`src/rtl/sm_noc_ni_rx_if.sv`:
```
// Router-to-NI ejection handshake.
// One 128-bit packet moves per cycle when inValid && inReady.
interface sm_noc_ni_rx_if;
  logic         inValid;
  logic         inReady;
  logic [127:0] inData;

  modport master (
    output inValid,
    output inData,
    input  inReady
  );

  modport slave (
    input  inValid,
    input  inData,
    output inReady
  );
endinterface

```
`src/rtl/sm_noc_ni_rx.sv`:
```
// Receive-side NI: dst filter, packet FIFO, CPU register view,
// per-source sequence checking and rx/drop statistics.
module sm_noc_ni_rx #(
  parameter logic [3:0] NODE_ID   = 4'd0,
  parameter int         DEPTH_LOG = 2
) (
  input  logic                clk,
  input  logic                rst_n,
  sm_noc_ni_rx_if.slave       rx,
  input  logic [2:0]          rdAddr,
  output logic [31:0]         rdData,
  input  logic                pop,
  input  logic                clrErr,
  output logic                pktAvail,
  output logic                seqErr
);

  localparam int DEPTH = 1 << DEPTH_LOG;
  localparam logic [DEPTH_LOG:0] FULL =
    {1'b1, {DEPTH_LOG{1'b0}}};

  typedef struct packed {
    logic [3:0]  dst;
    logic [3:0]  src;
    logic [7:0]  seq;
    logic [15:0] rsvd;
    logic [95:0] payload;
  } pkt_t;

  pkt_t                 in_pkt;
  logic [127:0]         mem [DEPTH];
  logic [127:0]         head;
  logic [DEPTH_LOG-1:0] wr_ptr;
  logic [DEPTH_LOG-1:0] rd_ptr;
  logic [DEPTH_LOG:0]   count;
  logic [15:0]          rx_cnt;
  logic [7:0]           drop_cnt;
  logic                 seq_err;
  logic [7:0]           exp_seq [16];

  logic xfer;
  logic store;
  logic drop;
  logic do_pop;
  logic bad_seq;

  assign in_pkt   = rx.inData;
  assign rx.inReady = (count != FULL);
  assign xfer     = rx.inValid && rx.inReady;
  assign store    = xfer && (in_pkt.dst == NODE_ID);
  assign drop     = xfer && (in_pkt.dst != NODE_ID);
  assign do_pop   = pop && (count != '0);
  assign bad_seq  = store &&
                    (in_pkt.seq != exp_seq[in_pkt.src]);

  assign pktAvail = (count != '0);
  assign seqErr   = seq_err;
  assign head     = mem[rd_ptr];

  // Packet storage is not reset; stale words stay readable.
  always_ff @(posedge clk) begin
    if (store) mem[wr_ptr] <= rx.inData;
  end

  always_ff @(posedge clk or negedge rst_n) begin
    if (!rst_n) begin
      wr_ptr <= '0;
      rd_ptr <= '0;
      count  <= '0;
    end else begin
      if (store)  wr_ptr <= wr_ptr + 1'b1;
      if (do_pop) rd_ptr <= rd_ptr + 1'b1;
      count <= count
             + {{DEPTH_LOG{1'b0}}, store}
             - {{DEPTH_LOG{1'b0}}, do_pop};
    end
  end

  always_ff @(posedge clk or negedge rst_n) begin
    if (!rst_n) begin
      rx_cnt   <= '0;
      drop_cnt <= '0;
    end else begin
      if (store) rx_cnt <= rx_cnt + 16'd1;
      if (drop && drop_cnt != 8'hFF)
        drop_cnt <= drop_cnt + 8'd1;
    end
  end

  // Expected seq always follows the last stored packet,
  // so one gap raises a single error and then resyncs.
  always_ff @(posedge clk or negedge rst_n) begin
    if (!rst_n) begin
      seq_err <= 1'b0;
      for (int i = 0; i < 16; i++) exp_seq[i] <= '0;
    end else begin
      if (bad_seq)     seq_err <= 1'b1;
      else if (clrErr) seq_err <= 1'b0;
      if (store)
        exp_seq[in_pkt.src] <= in_pkt.seq + 8'd1;
    end
  end

  always_comb begin
    rdData = '0;
    case (rdAddr)
      3'd0: rdData = head[127:96];
      3'd1: rdData = head[95:64];
      3'd2: rdData = head[63:32];
      3'd3: rdData = head[31:0];
      3'd4: rdData = {16'b0, 8'(count), 6'b0,
                      seq_err, pktAvail};
      3'd5: rdData = {8'b0, drop_cnt, rx_cnt};
      default: rdData = '0;
    endcase
  end

endmodule
```
`src/flat_wrapper.sv`:
```
// flat-port wrapper written by rule: the top's interface ports become plain ports
module sm_noc_ni_rx_flat 
#(
  parameter logic [3:0] NODE_ID   = 4'd0,
  parameter int         DEPTH_LOG = 2
)
  (clk, rst_n, rdAddr, rdData, pop, clrErr, pktAvail, seqErr, rx_inValid, rx_inData, rx_inReady);
  sm_noc_ni_rx_if rx_i ();
  input  logic clk;
  input  logic rst_n;
  input  logic [2:0] rdAddr;
  output logic [31:0] rdData;
  input  logic pop;
  input  logic clrErr;
  output logic pktAvail;
  output logic seqErr;
  input wire logic [$bits(rx_i.inValid)-1:0] rx_inValid;
  input wire logic [$bits(rx_i.inData)-1:0] rx_inData;
  output wire logic [$bits(rx_i.inReady)-1:0] rx_inReady;
  assign rx_i.inValid = rx_inValid;
  assign rx_i.inData = rx_inData;
  assign rx_inReady = rx_i.inReady;
  sm_noc_ni_rx #(.NODE_ID(NODE_ID), .DEPTH_LOG(DEPTH_LOG)) u_core (.clk(clk), .rst_n(rst_n), .rx(rx_i), .rdAddr(rdAddr), .rdData(rdData), .pop(pop), .clrErr(clrErr), .pktAvail(pktAvail), .seqErr(seqErr));
endmodule
```
`config.mk`:
```
export PLATFORM = sky130hd
export DESIGN_NAME = sm_noc_ni_rx_flat
export DESIGN_NICKNAME = d
export VERILOG_FILES = /design/src/rtl/sm_noc_ni_rx_if.sv /design/src/rtl/sm_noc_ni_rx.sv /design/src/flat_wrapper.sv
export SDC_FILE = /design/constraint.sdc
export NUM_CORES = 1
export LEC_CHECK = 0
export ABC_AREA = 0
export CORE_MARGIN = 4
export CORE_UTILIZATION = 52
export CTS_CLUSTER_SIZE = 30
export DETAILED_ROUTE_END_ITERATION = 7
export HOLD_SLACK_MARGIN = 0.15
export PLACE_DENSITY = 0.74
export SETUP_SLACK_MARGIN = 0.3
export SLEW_MARGIN = 20
export SYNTH_ARGS = -nofsm -noshare
export SYNTH_HDL_FRONTEND = slang
export SYNTH_SLANG_ARGS = --single-unit
```
`constraint.sdc`:
```
create_clock -name clk -period 4.7 [get_ports clk]
set_input_delay 0.705 -clock clk [delete_from_list [all_inputs] [get_ports clk]]
set_output_delay 0.705 -clock clk [all_outputs]
set_load 0.05 [all_outputs]
```
# == Word-level counts from Yosys, hierarchy flattened ==
# Memories as Yosys holds them, arrays and structs flattened.
# Cells that the tools add are included.
# op_classes
n_addsub,7
order_cmp,2
eq_ne,8
muxes,11
bitwise_logic,1
n_reduce_logical,12
# op_table
operator,n
32-bit case mux with 6 select lines,1
128-bit bitwise mux,1
8-bit binary-select mux with 4-bit select,1
8-bit demux with 4-bit select,1
8-bit two-way mux,3
"16-bit by 1-bit adder with 16-bit output, second input constant",1
"8-bit by 1-bit adder with 8-bit output, second input constant",2
8-bit inequality test,1
"8-bit inequality test, second input constant",1
1-bit logical AND,7
"3-bit by 2-bit equality test with 1-bit output, second input constant",2
"3-bit equality test, second input constant",2
"5-bit greater-or-equal comparator, second input constant",1
"5-bit by 1-bit less-than comparator with 1-bit output, second input constant",1
4-bit inverter with 5-bit output,1
"2-bit by 1-bit adder with 2-bit output, second input constant",2
4-bit zero test,1
1-bit two-way mux,4
4-bit nonzero test,1
3-bit by 1-bit adder with 3-bit output,1
"3-bit by 1-bit equality test with 1-bit output, second input constant",1
3-bit zero test,1
"3-bit inequality test, second input constant",1
3-bit nonzero test,1
2 further kinds,2
# totals
reg_bits,160
ramBits,512
inputBits,136
out_inout_bits,35
memories,1
# memory_table
name,depth,word_bits,rd,rd_clocked_by_memory_dff,write_ports,line,rtl
u_core.mem,4,128,1,0,1,sm_noc_ni_rx.sv:31,logic [127:0] mem [DEPTH];

# == Longest topological paths before layout ==
# Gate-level depths: netlist of run 1.
# logic_depth
ltp_word,7
mapped_depth,9

# == Worst setup path after synthesis of run 1 ==
# No wires, ideal clock.
# synth_timing
kind,register to register
start,register u_core.count[2]
end,memory u_core.mem[2][0] (enable)
setup_ps,502
t_arrival_ps,4634
t_required_ps,4198
path_slack_ps,-436
stages_incl_launch_ff,7
n_path_buf,1
synth_period_minus_slack_ps,5136
path_cell_list,dfrtp_1 or3b_1 and2_1 nand2_1 inv_2 buf_1 and2_1
# synth_between
elab_chain_cells,5
# synth_lines
element,line,rtl
"start, declared",sm_noc_ni_rx.sv:35,logic [DEPTH_LOG:0] count;
"start signal, assigned",sm_noc_ni_rx.sv:73,count <= count
3-bit inequality test,sm_noc_ni_rx.sv:48,assign rx.inReady = (count != FULL);
named net rx_inReady,flat_wrapper.sv:19,output wire logic [$bits(rx_i.inReady)-1:0] rx_inReady;
1-bit logical AND,sm_noc_ni_rx.sv:49,assign xfer = rx.inValid && rx.inReady;
1-bit logical AND,sm_noc_ni_rx.sv:50,assign store = xfer && (in_pkt.dst == NODE_ID);
named net u_core.store,sm_noc_ni_rx.sv:42,logic store;
1-bit two-way mux,sm_noc_ni_rx.sv:62,if (store) mem[wr_ptr] <= rx.inData;
1-bit two-way mux (implied by the code),sm_noc_ni_rx.sv:62,
"end, declared",sm_noc_ni_rx.sv:31,
# The timed path passes the listed nets, and every way through them passes these cells.

# == Worst setup path after layout of run 1 ==
# layout_timing
start,register u_core.rd_ptr[0]
end,output rdData[15]
# layout_between
elab_chain_cells,2
# layout_lines
element,line,rtl
"start, declared",sm_noc_ni_rx.sv:34,logic [DEPTH_LOG-1:0] rd_ptr;
"start signal, assigned",sm_noc_ni_rx.sv:72,if (do_pop) rd_ptr <= rd_ptr + 1'b1;
memory 4 x 128 bit,--,
32-bit case mux with 6 select lines,sm_noc_ni_rx.sv:106,case (rdAddr)
"end, declared",flat_wrapper.sv:12,output logic [31:0] rdData;
# Every way passes these cells.

==> results_dict.tcl, run 1 <==
set metrics [dict create \
    start_kind "flop" \
    fin_nets 1872 \
    syn-num-nets 1659 \
    switching_share 0.2656 \
    min_path_type "input port to async pin" \
    synth_seq_cells 672 \
    clk_latency_ns 0.60 \
    rrSetupSlack_ns 1.73 \
    io_pins 171 \
    antenna_found_initial 5 \
    critPathArrivalTime_ns 3.53 \
    synth-main-ff-cell "edfxtp_1" \
    die_h_um 236.6 \
    overflow 0 \
    status "complete, no violations" \
    core-area_um2 51510 \
    ys_types 44 \
    num_rows 83 \
    worstPathRequired_ns 3.99 \
    dr.first_iter.drc_count 1267 \
    worstPathCellList "buf_12 > mux4_2 > mux4_2 > inv_1 > o21ai_0 > clkdlybuf4s50_1" \
    critPathMostFrequentCell "mux4_2" \
    slew_headroom 0.3592 \
    drc 0 \
    clk_path_buf_depth 3 \
    crit_path_top_delay_cell "clkdlybuf4s50_1" \
    cts.htree.levels 3 \
    timing.final.crit_period_ns 4.239 \
    p_sw_uw 4154 \
    path_class "flop to output port" \
    p_total_uw 15640 \
    dieArea_um2 55980 \
    yosys_warnings 0 \
    finalNonFillerCells 2462 \
    grt_max_degree 96 \
    drive_gt1_frac 0.2314 \
    leakagePower_uw 0.01145 \
    reg2reg_from "u_core.count[2]" \
    cts-root-buf "clkbuf_16" \
    wirelength_um 59230 \
    worstReg2RegEnd "u_core.exp_seq[17]" \
    cp_max_fo 32 \
    gp_congestion 0.7893 \
    r2r_cells 7 \
    fmax_ghz 0.2359 \
    crit_end "rdData[15]" \
    cts_hold_buf 0 \
    num_vias 14590 \
    maxSlewViolCount 0 \
    comb_power_share 0.221 \
    post-route-period-util 0.9019 \
    dpl.hpwl_um 38140 \
    grt_pass1_vias 15070 \
    hold_viol 0 \
    p_per_area_nw_per_um2 485.0 \
    avgSynthCellArea_um2 17.96 \
    end_kind "output port" \
    tns_ns 0 \
    synthArstFlopShare 0.2381 \
    port_buffers 170 \
    firstDrtPassIters 5 \
    synth-edff-count 512 \
    viasPerCell 5.924 \
    initial_core_util 0.5276 \
    rsz0062_at_grt "false" \
    final_common_cell "edfxtp_1" \
    cap_violations 0 \
    critPathMaxStageDelay_ns 0.73 \
    finalSetupViolCount 0 \
    critPathLaunch "u_core.rd_ptr[0]" \
    ys_seq_area_frac 0.7131 \
    intPower_uw 11490 \
    irDropWorstVdd_mv 0.2956 \
    clkTransAtPathRegs_ns 0.06 \
    tightest_slew_ns 0.9565 \
    p_clk_frac 0.339 \
    syn_inst 1513 \
    cts_num_sinks 672 \
    routedWlPerCell_um 24.06 \
    share_seq_of_total_power 0.440 \
    numCtsBuffers 67 \
    final_antenna_net_count 0 \
    die_w_um 236.6 \
    grt_pass1_wl_um 91230 \
    cts_tree "done" \
    grtUsageTotal 0.2125 \
    skew_ns 0.02360 \
    final_cell_mix "edfxtp_1 (512), mux4_2 (165), dfrtp_1 (158)" \
    dp_cells 2337 \
    area_growth_pct 18.66 \
    synth_area_um2 27180 \
]
-- synthesized netlist by cell type, types with 2 or more instances --
| cell | n | area, um^2 |
|---|---|---|
| o221ai_1 | 4 | 35.03 |
| nor2b_1 | 10 | 62.56 |
| o22ai_1 | 27 | 168.9 |
| buf_4 | 4 | 30.03 |
| or4b_1 | 4 | 40.04 |
| and3_1 | 3 | 18.77 |
| or3_1 | 4 | 25.02 |
| nand4b_1 | 5 | 43.79 |
| xnor2_1 | 20 | 175.2 |
| o21ai_0 | 33 | 165.2 |
| a21oi_1 | 74 | 370.4 |
| edfxtp_1 | 512 | 15370 |
| mux2_2 | 44 | 495.5 |
| buf_1 | 14 | 52.55 |
| nand2b_1 | 4 | 25.02 |
| clkbuf_1 | 55 | 206.5 |
| o21ai_1 | 5 | 25.02 |
| mux2i_1 | 29 | 290.3 |
| and2_1 | 8 | 50.05 |
| nand4_1 | 11 | 68.82 |
| mux4_2 | 165 | 3716 |
| xor2_1 | 21 | 183.9 |
| inv_1 | 28 | 105.1 |
| nor2_1 | 102 | 382.9 |
| nor3_2 | 3 | 30.03 |
| ha_1 | 9 | 112.6 |
| nor4b_1 | 8 | 70.07 |
| a22oi_1 | 38 | 285.3 |
| buf_2 | 25 | 125.1 |
| buf_6 | 2 | 22.52 |
| nand3b_1 | 7 | 52.55 |
| nand2_1 | 50 | 187.7 |
| dfrtp_1 | 160 | 4004 |
| o21a_1 | 3 | 22.52 |
| nand3_1 | 13 | 65.06 |
-- area by class of cell --
class,count,area (um^2)
multi-input cells,712,7277
clock inverters,44,451.7
flip-flops and latches,672,19390
fillers,3626,19260
well taps,680,850.8
inverters,29,108.9
diodes,6,15.01
repair buffers,244,2431
clock buffers,75,1728
-- critical path, delay by kind of cell, from the launching register on --
| family | cells | cell delay [ns] |
|---|---|---|
| buffers and inverters | 3 | 1.17 |
| AOI/OAI and AO/OA | 1 | 0.10 |
| DFF | 1 | 0.62 |
| muxes | 2 | 1.01 |
-- power by group through the flow --
stage	Sequential [uW]	Clock [uW]	Combinational, uW
3_3_place_gp	6990	0	3440
3_5_place_dp	7010	0	3490
5_1_grt	6910	5670	3710
6_report	6880	5300	3460
2_1_floorplan	6860	0	2540
4_1_cts	6880	5390	3520
-- metal layers --
metal  wire (um)  share of wire  track usage
met1       24230           0.41       0.2983
met5          22        0.00037            0
met3        3649          0.062      0.03983
met4        1637          0.028      0.07148
met2       29690           0.50       0.3417
-- worst min path at each step --
stage,startpoint,endpoint,slack [ns],cells after the start
after floorplan,rst_n,u_core.count[0],0.41,0
final,rst_n,u_core.exp_seq[97],0.19,1
after CTS,rst_n,u_core.exp_seq[34],0.22,1
after global placement,u_core.exp_seq[71],u_core.exp_seq[71],0.46,2
after detailed placement,u_core.exp_seq[37],u_core.exp_seq[37],0.47,2
after global routing,rst_n,u_core.exp_seq[89],0.27,1
-- timing repair --
| item | in CTS | in global routing |
|---|---|---|
| endpoints found under the setup margin | 0 | 5 |
| resized for setup | 0 | 5 |
| setup buffers | 0 | 0 |
-- cells by family (layout without fill, tap and decap cells) --
| logic type | count (synthesis) | after routing | synth area share |
|---|---|---|---|
| compound gates | 185 | 185 | 0.04006 |
| xor+xnor | 41 | 41 | 0.01321 |
| fa+ha+maj | 10 | 10 | 0.004880 |
| buf+inv | 129 | 392 | 0.02007 |
| flops | 672 | 672 | 0.7131 |
| mux | 239 | 239 | 0.1661 |
| other cells | 0 | 6 | 0 |
| simple gates | 237 | 237 | 0.04263 |
-- metrics by stage --
step | hold WS [ns] | instance area, um^2 | utilization | setup slack (ns)
after floorplan | 0.4094 | 27180 | - | 0.9718
after detailed placement | 0.4705 | 30040 | 0.5833 | 0.8816
after global placement | 0.4576 | 30040 | 0.5833 | 0.8949
after CTS | 0.2168 | 32220 | 0.6256 | 0.3165
after global routing | 0.2685 | 32240 | 0.6259 | 0.3033
final | 0.1903 | 32250 | 0.6261 | 0.4610
-- registers in the layout (all words and copies together) (netlist names) --
name	count
u_core.wr_ptr	2
u_core.rx_cnt	16
u_core.mem	512
u_core.seqErr	1
u_core.drop_cnt	8
u_core.rd_ptr	2
u_core.exp_seq	128
u_core.count	3
No activity file was read; power rests on OpenSTA's default activity.
==> run 2, diff against run 1 <==
PLACE_DENSITY = unset   (was 0.74)
PLACE_DENSITY_LB_ADDON = 0.25   (was unset)
==> run 2 against run 1 <==
Effect of this change:
- worst setup slack better by 0.035 ns
- largest power group unchanged
- count of clock-buffer cells in the layout is 25 higher
- global-route usage increased by 0.39 points
- clock power is 2% lower
- non-clock buffer count shrank 17
==> results_dict.tcl, run 2 (same netlist as run 1, synthesis figures left out) <==
set metrics [dict create \
    num_vias 14390 \
    hold_viol 0 \
    irDropWorstVdd_mv 0.4052 \
    final_cell_mix "edfxtp_1 (512), mux4_2 (165), dfrtp_1 (158)" \
    fin_nets 1858 \
    post-route-period-util 0.8945 \
    tightest_slew_ns 1.124 \
    final_antenna_net_count 0 \
    reg_top3 "u_core.mem: 512 flops, u_core.exp_seq: 128 flops, u_core.rx_cnt: 16 flops" \
    grt_pass1_vias 15070 \
    wirelength_um 59710 \
    dpl.hpwl_um 37870 \
    critPathArrivalTime_ns 3.50 \
    grt_use_met2 0.3502 \
    drive_gt1_frac 0.2258 \
    cap_violations 0 \
    post-cts-setup-buffer-count 0 \
    multi_input_area_um2 7284 \
    gr-usage-met1 0.3046 \
    tns_ns 0 \
    final_common_cell "edfxtp_1" \
    leakagePower_uw 0.01135 \
    cts.htree.levels 3 \
    gp_congestion 0.8102 \
    path_class "flop to output port" \
    dr.first_iter.drc_count 1251 \
    timing.final.crit_period_ns 4.204 \
    min_path_type "flop to flop" \
    rsz0062_at_grt "false" \
    clkTransAtPathRegs_ns 0.06 \
    regArea_um2 19390 \
    p_per_area_nw_per_um2 484.5 \
    firstDrtPassIters 7 \
    numCtsBuffers 70 \
    postLayoutCoreUtil 0.6266 \
    critPathLaunch "u_core.rd_ptr[0]" \
    reg2reg_from "u_core.count[2]" \
    cp_max_fo 17 \
    area_growth_pct 18.76 \
    cts_num_sinks 672 \
    core-area_um2 51510 \
    clk_path_buf_depth 3 \
    dieArea_um2 55980 \
    maxSlewViolCount 0 \
    slew_headroom 0.2492 \
    overflow 0 \
    globalRouteMet3Util 0.04682 \
    finalSetupViolCount 0 \
    die_h_um 236.6 \
    start_kind "flop" \
    viasPerCell 5.882 \
    clk_latency_ns 0.60 \
    grt_pass1_wl_um 92700 \
    busiest_layer "met2" \
    cts-root-buf "clkbuf_16" \
    nFillCells 3669 \
    min-delay-start "u_core.exp_seq[3]" \
    largest_reg_flops 512 \
    die_w_um 236.6 \
    io_pins 171 \
    status "complete, no violations" \
    grtUsageTotal 0.2164 \
    end_kind "output port" \
    fmax_ghz 0.2379 \
    skew_ns 0.02694 \
    antenna_found_initial 6 \
    port_buffers 170 \
    routedWlPerCell_um 24.41 \
    num_rows 83 \
    drc 0 \
    initial_core_util 0.5276 \
    cts_tree "done" \
    grt_max_degree 83 \
    regMostFlops "u_core.mem" \
    worstPathRequired_ns 3.99 \
]
[run 2: changes by cell type in the layout (fill, tap and decap cells not counted), moves of 2 or more]
cell             before  now
buf_12               17   33
diode_2               6    3
bufinv_16             8    2
dlymetal6s2s_1        5    0
clkbuf_1              7   23
buf_4                70   43
clkbuf_8              0    4
inv_6                 3    1
clkdlybuf4s50_1     147  145
clkinv_2             12    9
clkbuf_16            68   73
clkinv_1             15    6
[run 2: worst paths after layout]
check | slack [ns] | to | depth (start not counted)
setup reg to reg | 1.87 | u_core.exp_seq[18] | 10
min in group asynchronous | 0.70 | u_core.exp_seq[33] | 2
hold / removal | 0.47 | u_core.exp_seq[3] | 2
setup / recovery | 0.50 | rdData[29] | 5
max in group asynchronous | 3.07 | u_core.rd_ptr[0] | 3
hold reg to reg | 0.47 | u_core.exp_seq[3] | 2
[run 2: area by class of cell]
class / count / share of cell area
multi-input cells: 712 / 0.2257
inverters: 29 / 0.003373
clock buffers: 100 / 0.06098
repair buffers: 227 / 0.07672
diodes: 3 / 0.0002326
clock inverters: 23 / 0.005970
well taps: 680 / 0.02636
flip-flops and latches: 672 / 0.6007
[run 2: through the flow]
stage	total power [uW]	setup WS (ns)	hold slack [ns]	cells	area (um^2)
final	15640	0.4959	0.4734	2446	32270
after global placement	10510	0.7181	0.4568	2319	30100
after global routing	16280	0.3284	0.5006	2445	32270
after CTS	15810	0.4015	0.4788	2443	32270
after floorplan	9396	0.9718	0.4094	1513	27180
after detailed placement	10580	0.7235	0.4657	2319	30100
[run 2: repair_timing]
item / CTS / global route
hold buffers: 1 / 0
hold endpoints to repair: 16 / 0
gates resized for setup: 0 / 0
endpoints found under the setup margin: 0 / 0
[run 2: layer usage]
metal | wire length [um] | vias up
li1 | - | 6365
met1 | 24960 | 7484
met2 | 29990 | 448
met3 | 3705 | 85
met4 | 1018 | 6
met5 | 36 | -
[run 2: power by group]
group / leakage, uW / internal, uW / switching (uW)
Sequential: 0.00672 / 6640 / 243
Clock: 0.00105 / 3030 / 2190
Combinational: 0.00358 / 1810 / 1730
[run 2: critical path, cell delays in order, from the launching register on]
cell and delay [ns]:
dfrtp_4 0.63, buf_4 0.34, mux4_2 0.57, mux4_2 0.48, nor2b_1 0.15, clkdlybuf4s50_1 0.71
